$ cat src/rtl/blit_lfu_writer.sv
// Blitter byte sequencer: read source/destination, combine via 4-bit LFU code, write back.
// Optional abort-on-nonzero-destination collision detect is enabled by defining BLIT_COLLISION_EN.
module blit_lfu_writer #(
  parameter int unsigned ADDR_W = 20,
  parameter int unsigned CNT_W  = 8
) (
  input  logic              CLK,
  input  logic              RESET,
  input  logic              START,
  input  logic [ADDR_W-1:0] SRC_ADDR,
  input  logic [ADDR_W-1:0] DST_ADDR,
  input  logic [CNT_W-1:0]  COUNT,
  input  logic [3:0]        LFUC,
  input  logic              SRCEN,
  input  logic              DSTEN,
  input  logic              SRC_INC,
  input  logic              DST_INC,
  input  logic [7:0]        PATTERN,
  output logic              BUSY,
  output logic              DONE,
  output logic              MREQ,
  output logic              MWR,
  output logic [ADDR_W-1:0] MADDR,
  output logic [7:0]        MDOUT,
  input  logic [7:0]        MDIN,
  input  logic              MACK,
  output logic              COLLISION
);

  typedef enum logic [2:0] {StIdle, StSrcRd, StDstRd, StWr, StFin} state_e;

  localparam logic [ADDR_W-1:0] AddrOne = 1;
  localparam logic [CNT_W-1:0]  CntOne  = 1;

  state_e            state_q, state_d;
  logic [ADDR_W-1:0] src_q, dst_q;
  logic [CNT_W-1:0]  rem_q;
  logic [3:0]        lfuc_q;
  logic              srcen_q, dsten_q, src_inc_q, dst_inc_q;
  logic [7:0]        pattern_q, s_q, d_q;

  logic       capture, s_ld, d_ld, step;
  logic [7:0] s_byte, d_byte, result;

  function automatic state_e first_state(input logic se, input logic de);
    if (se)      return StSrcRd;
    else if (de) return StDstRd;
    else         return StWr;
  endfunction

  // Disabled operands come from the captured pattern / constant zero, never from memory.
  assign s_byte = srcen_q ? s_q : pattern_q;
  assign d_byte = dsten_q ? d_q : 8'h00;

  always_comb begin
    result = '0;
    for (int i = 0; i < 8; i++) begin
      result[i] = lfuc_q[{s_byte[i], d_byte[i]}];
    end
  end

`ifdef BLIT_COLLISION_EN
  logic abort;
  logic collision_q;
`endif

  always_comb begin
    state_d = state_q;
    capture = 1'b0;
    s_ld    = 1'b0;
    d_ld    = 1'b0;
    step    = 1'b0;
`ifdef BLIT_COLLISION_EN
    abort   = 1'b0;
`endif
    BUSY    = 1'b0;
    DONE    = 1'b0;
    MREQ    = 1'b0;
    MWR     = 1'b0;
    MADDR   = '0;
    MDOUT   = '0;
    unique case (state_q)
      StIdle: begin
        if (START) begin
          capture = 1'b1;
          state_d = first_state(SRCEN, DSTEN);
        end
      end
      StSrcRd: begin
        BUSY  = 1'b1;
        MREQ  = 1'b1;
        MADDR = src_q;
        if (MACK) begin
          s_ld    = 1'b1;
          state_d = dsten_q ? StDstRd : StWr;
        end
      end
      StDstRd: begin
        BUSY  = 1'b1;
        MREQ  = 1'b1;
        MADDR = dst_q;
        if (MACK) begin
          d_ld    = 1'b1;
          state_d = StWr;
`ifdef BLIT_COLLISION_EN
          if (MDIN != 8'h00) begin
            abort   = 1'b1;
            state_d = StFin;
          end
`endif
        end
      end
      StWr: begin
        BUSY  = 1'b1;
        MREQ  = 1'b1;
        MWR   = 1'b1;
        MADDR = dst_q;
        MDOUT = result;
        if (MACK) begin
          step    = 1'b1;
          state_d = (rem_q == CntOne) ? StFin : first_state(srcen_q, dsten_q);
        end
      end
      StFin: begin
        DONE    = 1'b1;
        state_d = StIdle;
      end
      default: state_d = StIdle;
    endcase
  end

  always_ff @(posedge CLK) begin
    if (RESET) begin
      state_q   <= StIdle;
      src_q     <= '0;
      dst_q     <= '0;
      rem_q     <= '0;
      lfuc_q    <= '0;
      srcen_q   <= 1'b0;
      dsten_q   <= 1'b0;
      src_inc_q <= 1'b0;
      dst_inc_q <= 1'b0;
      pattern_q <= '0;
      s_q       <= '0;
      d_q       <= '0;
    end else begin
      state_q <= state_d;
      if (capture) begin
        src_q     <= SRC_ADDR;
        dst_q     <= DST_ADDR;
        rem_q     <= COUNT;  // 0 wraps through all 2^CNT_W values before reaching 0 again
        lfuc_q    <= LFUC;
        srcen_q   <= SRCEN;
        dsten_q   <= DSTEN;
        src_inc_q <= SRC_INC;
        dst_inc_q <= DST_INC;
        pattern_q <= PATTERN;
      end
      if (s_ld) s_q <= MDIN;
      if (d_ld) d_q <= MDIN;
      if (step) begin
        if (srcen_q) src_q <= src_inc_q ? src_q + AddrOne : src_q - AddrOne;
        dst_q <= dst_inc_q ? dst_q + AddrOne : dst_q - AddrOne;
        rem_q <= rem_q - CntOne;
      end
    end
  end

`ifdef BLIT_COLLISION_EN
  always_ff @(posedge CLK) begin
    if (RESET)        collision_q <= 1'b0;
    else if (capture) collision_q <= 1'b0;
    else if (abort)   collision_q <= 1'b1;
  end

  assign COLLISION = collision_q;
`else
  assign COLLISION = 1'b0;
`endif

endmodule

$ cat config.mk
export PLATFORM = sky130hd
export DESIGN_NAME = blit_lfu_writer
export DESIGN_NICKNAME = d
export VERILOG_FILES = /design/src/rtl/blit_lfu_writer.sv
export SDC_FILE = /design/constraint.sdc
export NUM_CORES = 1
export LEC_CHECK = 0
export ABC_CLOCK_PERIOD_IN_PS = 3200
export BUFFER_PORTS_ARGS = -buffer_cell sky130_fd_sc_hd__buf_2
export CAP_MARGIN = 15
export CORE_AREA = 5 5 94 183
export DETAILED_ROUTE_END_ITERATION = 10
export DIE_AREA = 0 0 99 188
export MAX_ROUTING_LAYER = met4
export PLACE_DENSITY_LB_ADDON = 0.3
export SKIP_LAST_GASP = 1
export SYNTH_ARGS = -nofsm -noshare
export SYNTH_HDL_FRONTEND = slang
export SYNTH_SLANG_ARGS = --single-unit
$ cat constraint.sdc
create_clock -name CLK -period 3.2 [get_ports CLK]
set_clock_uncertainty 0.05 [all_clocks]
set_input_delay 0.8 -clock CLK [delete_from_list [all_inputs] [get_ports CLK]]
set_output_delay 0.8 -clock CLK [all_outputs]
set_load 0.005 [all_outputs]
==> results of run 1 <==
[layout make-up]
type,instances,area (um2)
clock buffer,9,225
clock inverter,7,76.3
fill,1631,8580
inverter,17,67.6
multi-input combinational,619,4110
sequential,83,1660
tap,201,251
timing repair buffer,130,721
[per-layer routing]
layer | track usage | wire length (um) | vias up
met1 | 0.224 | 7320 | 2696
li1 | - | - | 2957
met4 | 0.0615 | 443 | 0
met3 | 0.0268 | 783 | 23
met2 | 0.375 | 10000 | 152
met5 | - | 0 | -
[metrics by stage]
stage                     hold WS (ps)  utilization  cells  instance area, um2
after global routing               431        0.453   1066                7110
final                              406        0.453   1066                7110
after CTS                          406        0.449   1058                7050
after detailed placement           398        0.430   1042                6750
after floorplan                    383            -    773                6080
after global placement             389        0.430   1042                6750
[power breakdown]
part	switching, W	internal, W
Combinational	0.000896	0.000716
Sequential	0.000115	0.00113
Clock	0.000478	0.000611
[final timing paths]
| check | startpoint | to | slack [ps] |
|---|---|---|---|
| max reg2reg | dst_inc_q | dst_q[18] | 410 |
| max | srcen_q | MDOUT[2] | 230 |
| min | pattern_q[2] | pattern_q[2] | 410 |
| min reg2reg | pattern_q[2] | pattern_q[2] | 410 |
[cells by family after synthesis]
kind of cell | synth area share
simple gates | 0.215
compound gates | 0.258
flops | 0.273
buf+inv | 0.0516
fa+ha+maj | 0.0848
xor+xnor | 0.0490
mux | 0.0675
other cells | 0.000617
[flip-flops by register name (all words and copies together) (netlist names), 3 cells and up]
register,cells
rem_q,8
state_q,3
d_q,8
dst_q,20
s_q,8
pattern_q,8
src_q,20
lfuc_q,4
[what timing repair did]
item / 4_1_cts / 5_1_grt
hold buffers: 0 / 0
setup endpoints to repair: 0 / 1
resized for setup: 0 / 1
buffers inserted: 0 / 8
[worst min-delay path, delay by kind of cell (launching register included)]
kind / cells / cell delay (ps)
DFF: 1 / 310
AOI/OAI and AO/OA: 1 / 50
and+or+nand+nor: 1 / 50
[cell usage after synthesis (all sizes together), types with 17 or more instances]
library cell | count | share of area
inv | 17 | 0.010
a21oi | 81 | 0.070
xnor2 | 21 | 0.030
a311oi | 18 | 0.026
clkbuf | 34 | 0.021
a22o | 20 | 0.029
ha | 38 | 0.078
dfxtp | 83 | 0.27
nor2 | 72 | 0.045
nand2 | 136 | 0.084
o21ai | 28 | 0.024
nor3 | 19 | 0.016
buf | 20 | 0.020
==> impl_results.md, run 1 <==
- Status: complete, no violations
- Max Root-Sink Buffers: 2
- Ports: 109
- Mapped Area: 0.00608 mm2
- Largest net degree at the start of global routing: 46
- TritonRoute pass-1 iters: 4
- Critical Path Source Type: flop
- First-pass GRT wire length: 29,700 um
- Critical path peak fanout: 11
- Fin Setup TNS: 0 ps
- CTS buffer count: 9
- Antenna cells: 0
- Clk root buf: clkbuf_16
- Buffer and inverter count on the worst path: 1
- Final Hold Viols: 0
- Max_cap viols: 0
- CP arrival: 2120 ps
- Post-route worst setup slack: 230 ps
- HP Class: flop to flop
- CTS tree: built
- Maximum VDD drop: 0.000261 V
- Leakage: 2.99 nW
- Delay-heaviest family, CP: multiplexers
- Layout area overhead: 17.0%
- Critical Path Stages: 4
- Vias per cell: 5.47
- CP endpoint kind: output pin
- CP cell instances: mux2_2 -> mux4_2 -> nor2b_1 -> buf_2
- Tightest Pin Transition: roughly 600 ps
- Clock latency on the worst-skew pair: 350 ps
- Antenna viol nets, final: 0
- Fin crit period: 2970 ps
- Synth Register Bits: 83
- Final nets: 976
- CTS clk-pin slew, worst paths: about 70 ps
- PwrDens: 554 mW/mm2
- Number of sinks on the clock net: between 80 and 90
- Die W: 99 um
- Max-slew violation count: 0
- Power Total: 0.00394 W
- Core Area: 0.0157 mm2
- DP HPWL: about 14,000 um
- PortBufs: 107
- Largest stage delay on the critical path: 660 ps
- Chip height: 188 um
- Cells on worst reg2reg path: 9
- Number of global-route vias before repair: between 5k and 6k
- Initial Util: 0.387
- Most frequent cells in the layout: 135 x nand2_1, 107 x buf_2, 83 x dfxtp_1
- Warnings from Yosys: 0
- Seq/Total Area, Yosys: 0.273
- Mapped Nets: 889
- Routed WL per cell: roughly 17 um
- Number of synthesized flops with an enable pin: 0
- Worst endpoint required time: 2350 ps
- Slowest cell on crit path: dfxtp_1
- DRC viols: 0
- Asr flop ratio synth: 0
- Row cnt: 65
- Max Fclk: about 340 MHz
- Synth cell types: 71
- Initial antenna violation count: 0
- Main flop type after synthesis: dfxtp_1
- Final setup violation count: 0
- Commonest non-fill, non-tap cell in the layout: nand2_1
- Slew margin rel.: 0.602
- Die area: 0.0186 mm2
- Hold Path Stages: 2
- Path type of the worst setup path: flop to output pin
- Max H-tree Level: 3
- Total GRT Usage: 0.204
- Synth Instances: 773
- Avg Inst Size Synth: 7.87 um2
- Drt total wl: 18,600 um
- Gpl congestion: 0.927
- Drt initial violations: between 200 and 250
- Total number of vias: 5,828
- Crit share post-route: 0.928
- Share of layout cells above drive strength 1: 0.216
- Post-Place Setup Slack: 299 ps
- Congestion Overflow GR: 0
- RSZ-0062 raised after global routing: false
Power figures use the tool's default switching activity.
==> inputs of run 2 (changes only) <==
--- a/config.mk
+++ b/config.mk
@@ -9,9 +9,10 @@
 export BUFFER_PORTS_ARGS = -buffer_cell sky130_fd_sc_hd__buf_2
 export CAP_MARGIN = 15
-export CORE_AREA = 5 5 94 183
+export CORE_AREA = 5 5 81 157
 export DETAILED_ROUTE_END_ITERATION = 10
-export DIE_AREA = 0 0 99 188
+export DIE_AREA = 0 0 86 162
 export MAX_ROUTING_LAYER = met4
 export PLACE_DENSITY_LB_ADDON = 0.3
+export REMOVE_ABC_BUFFERS = 1
 export SKIP_LAST_GASP = 1
 export SYNTH_ARGS = -nofsm -noshare
==> constraint.sdc (replaced) <==
create_clock -name CLK -period 3.2 [get_ports CLK]
set_clock_uncertainty 0.05 [all_clocks]
set_input_delay 0.32 -clock CLK [delete_from_list [all_inputs] [get_ports CLK]]
set_output_delay 0.32 -clock CLK [all_outputs]
set_load 0.005 [all_outputs]
==> impl_results.md, run 2 (synthesized netlist as in run 1, its figures left out) <==
- HP Class: primary input to flop
- Multi-input gate area: 0.00411 mm2
- Vias per cell: 6.08
- Row cnt: 55
- Largest net degree at the start of global routing: 51
- Ports: roughly 110
- CP cell instances: inv_1 -> ha_1 -> a211oi_2 -> nor2_1 -> o31a_1 -> a211oi_2 -> nor3_1 -> o21a_1 -> o31a_1
- Number of global-route vias before repair: 6,064
- Power Total: just under 0.004 W
- Antenna viol nets, final: 0
- Final nets: 971
- Buffer and inverter count on the worst path: 1
- Drt total wl: 18,000 um
- Delay-heaviest family, CP: compound AO/OA/AOI/OAI gates
- CP endpoint kind: flop
- Hold slack final: 159 ps
- Drt initial violations: 321
- CTS buffer count: 9
- Max Root-Sink Buffers: 2
- GR Util met1: 0.263
- Met3 GRT Util: 0.0305
- Layout area overhead: 15.0%
- Congestion Overflow GR: 0
- PortBufs: 107
- Status: complete, no violations
- Max-slew violation count: 0
- Postcts setup bufs: 0
- Clk root buf: clkbuf_16
- Largest stage delay on the critical path: approximately 400 ps
- Gr busiest metal: met2
- Antenna cells: 0
- First-pass GRT wire length: 28,800 um
- Routed WL per cell: 18.0 um
- Worst hold start: LFUC[3]
- Slowest cell on crit path: ha_1
- Final Hold Viols: 0
- Met2 Resource Use GR: 0.494
- Fill cells: 1,052
- Total number of vias: 6,093
- CTS clk-pin slew, worst paths: 70 ps
- Number of sinks on the clock net: between 80 and 90
- Slew margin rel.: 0.327
- Critical path peak fanout: 14
- DP HPWL: 13,900 um
- Post_cts resized: 0
- DRC viols: 0
- Most frequent cells in the layout: 135 x nand2_1, 107 x buf_2, 83 x dfxtp_1
- Gpl congestion: around 0.97
- RR Startpoint: src_inc_q
- Max_cap viols: 0
- Leakage: slightly below 3 nW
- PwrDens: 563 mW/mm2
- Max Fclk: 356 MHz
- Chip height: 162 um
- Share of layout cells above drive strength 1: 0.210
- Commonest non-fill, non-tap cell in the layout: nand2_1
- CP arrival: 3000 ps
- Die W: roughly 86 um
- Path type of the worst setup path: flop to flop
- Max H-tree Level: 3
- Reg area: 0.00166 mm2
- Fin Setup TNS: 0 ps
- Final setup violation count: 0
- Die area: 0.0139 mm2
- CTS Hold Bufs: 0
- CTS tree: built
- Tightest Pin Transition: about 1000 ps
- Maximum VDD drop: 0.000368 V
- CP startpoint: src_inc_q
- Initial Util: 0.536
- Crit share post-route: 0.878
- TritonRoute pass-1 iters: 5
- Clock latency on the worst-skew pair: 350 ps
- Core Area: 0.0114 mm2
- Fin crit period: around 2800 ps
- Biggest regs: dst_q x20, src_q x20
- Total GRT Usage: 0.264
- Final core utilization: 0.616
- Initial antenna violation count: 0
- Critical Path Source Type: flop
- Worst endpoint required time: 3380 ps
- RSZ-0062 raised after global routing: false
[run 2: power breakdown]
part / total (W) / internal, W / switching, W / leakage, nW
registers: 0.00123 / 0.00113 / 0.000104 / 0.680
logic: 0.00163 / 0.000706 / 0.000920 / 2.15
clock network: 0.00108 / 0.000617 / 0.000460 / 0.145
total: 0.00393 / 0.00245 / 0.00148 / 2.97
[run 2: per-layer routing]
metal / routed length, um / vias to the layer above / share of wire
li1: - / 2949 / -
met1: 6440 / 2872 / 0.36
met2: 10000 / 213 / 0.56
met3: 818 / 59 / 0.045
met4: 743 / 0 / 0.041
met5: 0 / - / 0
[run 2: final timing paths]
check	cells past startpoint	slack, ps	endpoint
min	3	160	lfuc_q[3]
max reg2reg	9	390	src_q[19]
max	9	390	src_q[19]
min reg2reg	2	400	s_q[4]
[run 2: cell type report]
class / count / area share
clock buffers: 9 / 0.0322
multi-input cells: 619 / 0.588
well taps: 142 / 0.0254
clock inverters: 7 / 0.0118
inverters: 17 / 0.00913
repair buffers: 125 / 0.0959
flip-flops and latches: 83 / 0.238
[run 2: stage by stage]
stage / instances / area (um2) / worst slack [ps]
6_report: 1002 / 6990 / 389
3_5_place_dp: 986 / 6680 / 434
2_1_floorplan: 719 / 5830 / 548
5_1_grt: 1002 / 6990 / 198
3_3_place_gp: 986 / 6680 / 490
4_1_cts: 1002 / 6990 / 420
[run 2: worst reg2reg max path, cell delays in order, from the launching register on]
cell and delay (ps):
dfxtp_1 330, inv_1 370, ha_1 410, a211oi_2 270
nor2_1 100, o31a_1 260, a211oi_2 360, nor3_1 120
o21a_1 190, o31a_1 260
